--- src/rtl/vending_controller_multi.sv ---
`default_nettype none
// ============================================================================
// Module      : vending_controller_multi
// Description : Multi-item vending FSM covering credit, per-item stock,
//               optional scarcity pricing and a coin-by-coin refund dispenser.
// Revision    : 1.0 - initial release
// ============================================================================
module vending_controller_multi #(
    parameter int                           NUM_ITEMS  = 4,
    parameter int                           CREDIT_W   = 8,
    parameter int                           MAX_CREDIT = 99,
    parameter int                           STOCK_W    = 4,
    parameter int                           INIT_STOCK = 5,
    parameter logic [NUM_ITEMS*CREDIT_W-1:0] PRICES    = {8'd5, 8'd6, 8'd4, 8'd3},
    parameter bit                           DYN_PRICE  = 1'b0,
    parameter int                           SURCHARGE  = 1,
    parameter int                           LOW_STOCK  = 2,
    localparam int                          IW         = $clog2(NUM_ITEMS)
) (
    input  logic                 clk,
    input  logic                 rst_n,
    input  logic                 coin_valid,
    input  logic [2:0]           coin_value,
    input  logic                 purchase_req,
    input  logic                 cancel_req,
    input  logic [IW-1:0]        item_sel,
    input  logic                 restock,
    output logic [CREDIT_W-1:0]  credit,
    output logic [CREDIT_W-1:0]  price,
    output logic [STOCK_W-1:0]   stock_level,
    output logic [NUM_ITEMS-1:0] sold_out,
    output logic                 vend_pulse,
    output logic [IW-1:0]        vend_item,
    output logic                 coin_reject,
    output logic                 change_coin_valid,
    output logic [2:0]           change_coin_value,
    output logic [CREDIT_W-1:0]  change_due,
    output logic                 error_flag,
    output logic [1:0]           error_code,
    output logic                 busy,
    output logic [2:0]           state
);

    typedef enum logic [2:0] {
        S_IDLE   = 3'd0,
        S_CHECK  = 3'd1,
        S_VEND   = 3'd2,
        S_REFUND = 3'd4,
        S_ERROR  = 3'd5
    } state_t;

    localparam logic [CREDIT_W:0]   c_max_credit = (CREDIT_W+1)'(MAX_CREDIT);
    localparam logic [STOCK_W-1:0]  c_init_stock = STOCK_W'(INIT_STOCK);
    localparam logic [STOCK_W-1:0]  c_low_stock  = STOCK_W'(LOW_STOCK);
    localparam logic [CREDIT_W-1:0] c_surcharge  = CREDIT_W'(SURCHARGE);

    state_t               r_state;
    logic [CREDIT_W-1:0]  r_credit;
    logic [CREDIT_W-1:0]  r_change_due;
    logic [1:0]           r_error_code;
    logic [IW-1:0]        r_vend_item;
    logic                 r_vend_pulse;
    logic                 r_error_flag;
    logic                 r_coin_reject;
    logic [STOCK_W-1:0]   r_stock [NUM_ITEMS];

    logic [STOCK_W-1:0]   w_sel_stock;
    logic [CREDIT_W-1:0]  w_sel_price;
    logic [STOCK_W-1:0]   w_vi_stock;
    logic [CREDIT_W-1:0]  w_vi_price;
    logic                 w_change_coin_valid;
    logic [2:0]           w_change_coin_value;
    logic [CREDIT_W-1:0]  w_change_amount;
    logic [CREDIT_W-1:0]  w_credit_base;
    logic [CREDIT_W:0]    w_coin_sum;
    logic                 w_coin_legal;
    logic                 w_coin_accept;
    logic                 w_coin_reject;
    logic [CREDIT_W-1:0]  w_credit_next;

    // Scarcity surcharge applies only to stocked items at or below the threshold.
    function automatic logic [CREDIT_W-1:0] f_price(input int idx, input logic [STOCK_W-1:0] stk);
        logic [CREDIT_W-1:0] p;
        p = PRICES[CREDIT_W*idx +: CREDIT_W];
        if (DYN_PRICE && (stk != '0) && (stk <= c_low_stock)) begin
            p = p + c_surcharge;
        end
        return p;
    endfunction

    always_comb begin
        w_sel_stock = '0;
        w_sel_price = '0;
        w_vi_stock  = '0;
        w_vi_price  = '0;
        for (int i = 0; i < NUM_ITEMS; i++) begin
            if (item_sel == IW'(i)) begin
                w_sel_stock = r_stock[i];
                w_sel_price = f_price(i, r_stock[i]);
            end
            if (r_vend_item == IW'(i)) begin
                w_vi_stock = r_stock[i];
                w_vi_price = f_price(i, r_stock[i]);
            end
        end
    end

    always_comb begin
        w_change_coin_value = 3'd0;
        if (r_change_due >= CREDIT_W'(5)) begin
            w_change_coin_value = 3'd5;
        end else if (r_change_due >= CREDIT_W'(2)) begin
            w_change_coin_value = 3'd2;
        end else if (r_change_due != '0) begin
            w_change_coin_value = 3'd1;
        end
        w_change_coin_valid = (r_state == S_REFUND) && (r_change_due != '0);
        w_change_amount     = w_change_coin_valid ? CREDIT_W'(w_change_coin_value) : '0;
    end

    // The ceiling check sees credit after this cycle's vend charge or refund coin.
    always_comb begin
        w_credit_base = r_credit;
        case (r_state)
            S_VEND:   w_credit_base = r_credit - w_vi_price;
            S_REFUND: w_credit_base = r_credit - w_change_amount;
            default:  w_credit_base = r_credit;
        endcase
        w_coin_legal  = (coin_value == 3'd1) || (coin_value == 3'd2) || (coin_value == 3'd5);
        w_coin_sum    = {1'b0, w_credit_base} + (CREDIT_W+1)'(coin_value);
        w_coin_accept = coin_valid && (r_state != S_REFUND) && w_coin_legal &&
                        (w_coin_sum <= c_max_credit);
        w_coin_reject = coin_valid && !w_coin_accept;
        w_credit_next = w_coin_accept ? w_coin_sum[CREDIT_W-1:0] : w_credit_base;
    end

    always_ff @(posedge clk or negedge rst_n) begin
        if (!rst_n) begin
            r_state       <= S_IDLE;
            r_credit      <= '0;
            r_change_due  <= '0;
            r_error_code  <= 2'd0;
            r_vend_item   <= '0;
            r_vend_pulse  <= 1'b0;
            r_error_flag  <= 1'b0;
            r_coin_reject <= 1'b0;
            for (int i = 0; i < NUM_ITEMS; i++) begin
                r_stock[i] <= c_init_stock;
            end
        end else begin
            r_credit      <= w_credit_next;
            r_coin_reject <= w_coin_reject;
            r_vend_pulse  <= 1'b0;
            r_error_flag  <= 1'b0;
            case (r_state)
                S_IDLE: begin
                    if (cancel_req) begin
                        // Refund whatever credit will stand after this edge, including a coin arriving now.
                        r_change_due <= w_credit_next;
                        r_state      <= S_REFUND;
                    end else if (purchase_req) begin
                        r_vend_item <= item_sel;
                        r_state     <= S_CHECK;
                    end else if (restock) begin
                        for (int i = 0; i < NUM_ITEMS; i++) begin
                            if (item_sel == IW'(i)) begin
                                r_stock[i] <= c_init_stock;
                            end
                        end
                    end
                end
                S_CHECK: begin
                    if (w_vi_stock == '0) begin
                        r_error_code <= 2'd2;
                        r_error_flag <= 1'b1;
                        r_state      <= S_ERROR;
                    end else if (r_credit < w_vi_price) begin
                        r_error_code <= 2'd1;
                        r_error_flag <= 1'b1;
                        r_state      <= S_ERROR;
                    end else begin
                        r_error_code <= 2'd0;
                        r_vend_pulse <= 1'b1;
                        r_state      <= S_VEND;
                    end
                end
                S_VEND: begin
                    for (int i = 0; i < NUM_ITEMS; i++) begin
                        if (r_vend_item == IW'(i)) begin
                            r_stock[i] <= r_stock[i] - STOCK_W'(1);
                        end
                    end
                    r_state <= S_IDLE;
                end
                S_REFUND: begin
                    if (r_change_due == '0) begin
                        r_state <= S_IDLE;
                    end else begin
                        r_change_due <= r_change_due - w_change_amount;
                    end
                end
                S_ERROR: begin
                    r_state <= S_IDLE;
                end
                default: begin
                    r_state <= S_IDLE;
                end
            endcase
        end
    end

    for (genvar g = 0; g < NUM_ITEMS; g++) begin : g_sold_out
        assign sold_out[g] = (r_stock[g] == '0);
    end

    assign credit            = r_credit;
    assign price             = w_sel_price;
    assign stock_level       = w_sel_stock;
    assign vend_pulse        = r_vend_pulse;
    assign vend_item         = r_vend_item;
    assign coin_reject       = r_coin_reject;
    assign change_coin_valid = w_change_coin_valid;
    assign change_coin_value = w_change_coin_value;
    assign change_due        = r_change_due;
    assign error_flag        = r_error_flag;
    assign error_code        = r_error_code;
    assign busy              = (r_state != S_IDLE);
    assign state             = r_state;

endmodule
`default_nettype wire

--- config.mk ---
export PLATFORM = sky130hd
export DESIGN_NAME = vending_controller_multi
export DESIGN_NICKNAME = d
export VERILOG_FILES = /design/src/rtl/vending_controller_multi.sv
export SDC_FILE = /design/constraint.sdc
export NUM_CORES = 1
export LEC_CHECK = 0
export BUFFER_PORTS_ARGS = -buffer_cell sky130_fd_sc_hd__buf_4
export CAP_MARGIN = 30
export CELL_PAD_IN_SITES_DETAIL_PLACEMENT = 2
export CELL_PAD_IN_SITES_GLOBAL_PLACEMENT = 2
export CORE_UTILIZATION = 36
export DETAILED_ROUTE_END_ITERATION = 16
export PLACE_DENSITY_LB_ADDON = 0.2
export SLEW_MARGIN = 0
export SYNTH_ARGS = -nofsm -noshare
export SYNTH_HDL_FRONTEND = slang
export SYNTH_SLANG_ARGS = --single-unit
--- constraint.sdc ---
create_clock -name clk -period 13.97 [get_ports clk]
set_input_delay 2.0955 -clock clk [delete_from_list [all_inputs] [get_ports clk]]
set_output_delay 2.0955 -clock clk [all_outputs]
set_load 0.05 [all_outputs]
Word-level counts from Yosys, hierarchy flattened. Index checks and enable logic that the tools add are counted. Widths: inputs -> output; s select.

Register bits: 42. Word-level logic and storage cells: 132. Output and inout bits: 47. Input bits: 11.

Add/sub/neg operators: 8. Eq/ne operators: 28. Reductions and logical operators: 28. Order comparisons: 4. Mux-type cells: 51. Bitwise operators: 1.

Operators by type and width (count): $mux 8 (9); $mux 4 (16); $mux 16 (3); $pmux 16 s2 (1); $pmux 8 s2 (2); $ne 2x2->1 const B (13); $reduce_and 6->1 (4); $mux 3 (7); $logic_not 4->1 (5); $sub 4x1->4 const B (4); $sub 8x3->8 (2); $add 8x3->9 (1); $le 9x7->1 const B (1); $pmux 3 s3 (1); $eq 2x2->1 const B (4); $ge 8x2->1 const B (1); $ge 8x3->1 const B (1); $logic_not 8->1 (1); $lt 8x8->1 (1); $mux 1 (8); $mux 2 (4); $reduce_bool 8->1 (1); $sub 8x8->8 (1); $eq 3x1->1 const B (2); other kinds (15) (27).

Longest topological paths before layout.
Depth in word-level cells: 13. Gate-level depth with buffers: 20.

Least setup slack after synthesis. OpenSTA, ideal clock, no wires.

Path kind: input to output. Start point: input port item_sel[0]. End point: output port stock_level[0]. Stages on the path: 8. Path slack: 7785 ps. Buffers on the path: 0. Arrival: 4090 ps. Data required time: 11875 ps. Path through: inv_1 -> ha_1 -> inv_1 -> nor3_1 -> a21oi_1 -> nor2_1 -> a21oi_1 -> o21ai_0.

Word-level cells in the longest chain between the ends: 5.

Ends and longest elaborated chain: start: declaration (line 26) `input logic [IW-1:0] item_sel,`; $logic_not 2->1 (line 97) `if (item_sel == IW'(i)) begin`; $mux 4 (3 in a row) (line 97); $mux 4 * (line 97); end: declaration (line 30) `output logic [STOCK_W-1:0] stock_level,`.

Mark *: on every way between the ends. The rest lies on a longest branch, timed or not.

Worst setup path after layout.
Start point: register r_state[1], in the netlist state[1]. End point: register r_change_due[0], in the netlist change_due[0].

Word-level cells in the longest chain between the ends: 11.

Ends and longest elaborated chain: start: declaration (line 57) `state_t r_state;`; start signal: assignment (line 139) `r_state <= S_IDLE;`; start signal: assignment (line 160) `r_state <= S_REFUND;`; start signal: assignment (line 163) `r_state <= S_CHECK;`; $eq 3x3->1 (line 117, 124); $logic_and 1x1->1 (line 117) `w_change_coin_valid = (r_state == S_REFUND) && (r_change_due != '0);`; $mux 3 (line 118) `w_change_amount = w_change_coin_valid ? CREDIT_W'(w_change_coin_value) : '0;`; $sub 8x3->8 (line 126) `S_REFUND: w_credit_base = r_credit - w_change_amount;`; $pmux 8 s2 (line 124) `case (r_state)`; $add 8x3->9 (line 130) `w_coin_sum = {1'b0, w_credit_base} + (CREDIT_W+1)'(coin_value);`; $le 9x7->1 (line 132) `(w_coin_sum <= c_max_credit);`; $logic_and 1x1->1 (line 131) `w_coin_accept = coin_valid && (r_state != S_REFUND) && w_coin_legal &&`; $mux 8 * (line 134) `w_credit_next = w_coin_accept ? w_coin_sum[CREDIT_W-1:0] : w_credit_base;`; net w_credit_next[0] (line 79) `logic [CREDIT_W-1:0] w_credit_next;`; $mux 8 * (line 157) `if (cancel_req) begin`; $pmux 8 s2 * (line 155) `case (r_state)`; end signal: assignment (line 159) `r_change_due <= w_credit_next;`; end signal: assignment (line 199) `r_change_due <= r_change_due - w_change_amount;`; end: declaration (line 59) `logic [CREDIT_W-1:0] r_change_due;`.

The timed path passes the listed nets; every way through them passes the cells marked *. The select of a mux whose other input is x is not followed. A chain may end at the register's enable or synchronous reset.

==> impl_metrics.toml <==
[global_routing]
grt_pass1_wl_um = 17500
grt_max_degree = 43
gr-total-overflow = 0
grt_pass1_vias = 3227
globalRouteTotalUtil_pct = 23.4
antenna_found_initial = 0

[sta]
rsz0062_at_grt = "false"
fmax_ghz = 0.176
hold_violations = 0
fin_skew_ns = 0.0111
tns_ns = 0
worst_pin_slew_ns = 0.929
final-setup-viol-count = 0
maxSlewHeadroom_pct = 37.8
slew_viol_final = 0
fin_crit_sh_pct = 40.7
post-route-min-period_ns = 5.68

[floorplan]
dieArea_mm2 = 0.00937
coreArea_mm2 = 0.00872
start_util_pct = 37.1
pin_count = 58
fp.dieW_um = 96.8
dieHeight_um = 96.8
num_rows = 34

[cts]
htreeDepth = 2
holdBufCountCts = 0
numCtsBuffers = 5
cts_tree = "done"
cts_resized = 0
cts_buffer_depth = 2
cts-root-buf = "clkbuf_8"
clock_latency_ns = 0.30
clk_pin_slew_ns = 0.09
cts_setup_buffers = 0
clock-sinks = 42

[hold_path]
worstHoldStart = "error_code[1]"
worstHoldPathCells = 2
hp-class = "flip-flop to flip-flop"
hold_path_end = "error_code[1]"

[critical_path]
crit_path_max_fanout = 15
crit_path_end_kind = "flip-flop"
worstSetupStartpointType = "flip-flop"
reg2regPathDepth = 17
path_class = "flip-flop to flip-flop"
r2r-end = "change_due[0]"
cp_data_required_time_ns = 14.16
r2r_setup_slack_ns = 8.29
crit_arrival_ns = 5.87
r2r_start = "state[1]"
worstSetupStartpoint = "state[1]"

[logic_synthesis]
synth_area_mm2 = 0.00323
synth.avg_cell_area_um2 = 8.42
seq_area_frac_synth_pct = 32.8
netlist-cell-type-count = 55
synth_flop_cell = "dfrtp_1"
ys_ff_latch = 42
synthArstFlopShare_pct = 100
syn_inst = 384
ys_warn_count = 0
synth-edff-count = 0

[run_status]
status = "finished, final reports clean"

[placed_design]
hpwlAfterDp_um = 8000
portBuffers = 52
place_congestion = 0.903

[routing]
dr.pass1.iters = 4
wl_um = 10500
ant_nets = 0
drt_iter0_drc = 78
via_count = 2966
post_drt_wl_per_cell_um = 19.4
routed_via_density = 5.47
drc_errors = 0

[final_layout]
mostFrequentLayoutCell = "buf_4"
layout-drive-gt1-share_pct = 19.4
diodes = 0
nFillCells = 986
nets = 472
most-common-layout-cells = "53 x buf_4, 47 x nor2_1, 47 x nand2_1"
syn2layout_area_growth_pct = 17.4

[run]
drv_cap = 0
[sequential cells by signal, indices dropped and copies added (netlist names)]
register / cells
state: 3
vend_item: 2
r_stock: 16
vend_pulse: 1
change_due: 8
error_code: 2
credit: 8
error_flag: 1
coin_reject: 1
[kinds of logic after synthesis]
kind of cell | count (synthesis) | share of synthesized area, %
simple gates | 160 | 24.8
flops | 42 | 32.8
compound gates | 90 | 18.5
buf+inv | 42 | 5.53
fa+ha+maj | 28 | 11.8
xor+xnor | 13 | 3.52
other cells | 1 | 0.116
mux | 8 | 2.94
[synth_stat cells (6+ instances only)]
cell type,number,share of area (%)
dfstp_2,8,6.5
a21oi_1,25,3.9
nor2_1,47,5.5
nor3_1,12,1.9
nand3_1,6,0.93
xnor2_1,7,1.9
nor2b_1,7,1.4
nor3b_1,6,1.4
o21ai_0,31,4.8
clkbuf_1,8,0.93
ha_1,24,9.3
xor2_1,6,1.6
dfrtp_1,34,26
nand2_1,47,5.5
inv_1,27,3.1
[stage by stage]
stage / hold WS [ns] / worst slack, ns / cells / util (%) / cell area (µm²)
after floorplan: 0.486 / 7.78 / 388 / - / 3250
after global placement: 0.474 / 8.41 / 534 / 42.5 / 3700
after detailed placement: 0.492 / 8.31 / 534 / 42.5 / 3700
after CTS: 0.511 / 8.27 / 542 / 43.5 / 3800
after global routing: 0.546 / 7.97 / 542 / 43.5 / 3800
final: 0.500 / 8.29 / 542 / 43.5 / 3800
[worst max-delay path: stages (launching register included)]
cell	delay, ns
dfrtp_1	0.55
or3b_2	0.72
a31oi_1	0.57
and2_1	0.25
ha_1	0.17
inv_1	0.05
fa_1	0.43
a221o_1	0.40
ha_1	0.30
a21o_1	0.15
a21oi_1	0.29
or2_4	0.21
o21ai_0	0.08
or3_1	0.36
a21o_1	0.25
nand2_4	0.14
mux2_4	0.32
a221o_1	0.33
[how the worst max path moves through the flow]
stage                endpoint  slack (ns)
2_1_floorplan  stock_level[0]        7.78
3_3_place_gp   stock_level[3]        8.41
3_5_place_dp   stock_level[1]        8.31
4_1_cts         change_due[0]        8.27
5_1_grt         change_due[2]        7.97
6_report        change_due[0]        8.29
[area by class of cell]
cell class | count | area, µm² | area share [%]
repair buffers | 53 | 398 | 10.5
multi-input cells | 304 | 2010 | 52.9
flip-flops and latches | 42 | 1060 | 27.9
clock inverters | 1 | 5.00 | 0.132
well taps | 108 | 135 | 3.56
inverters | 27 | 101 | 2.67
clock buffers | 7 | 86.3 | 2.27
[per-layer routing]
metal / up-vias / global-route usage, % / share of wire, %
met4: 0 / 4.48 / 0.76
met5: - / 0 / 0
met1: 1484 / 28.9 / 43
li1: 1419 / - / -
met2: 57 / 43.8 / 53
met3: 6 / 2.53 / 2.5
Power is not shown: default switching activity piles up to over one toggle a cycle in this logic, so the estimate is an artifact.
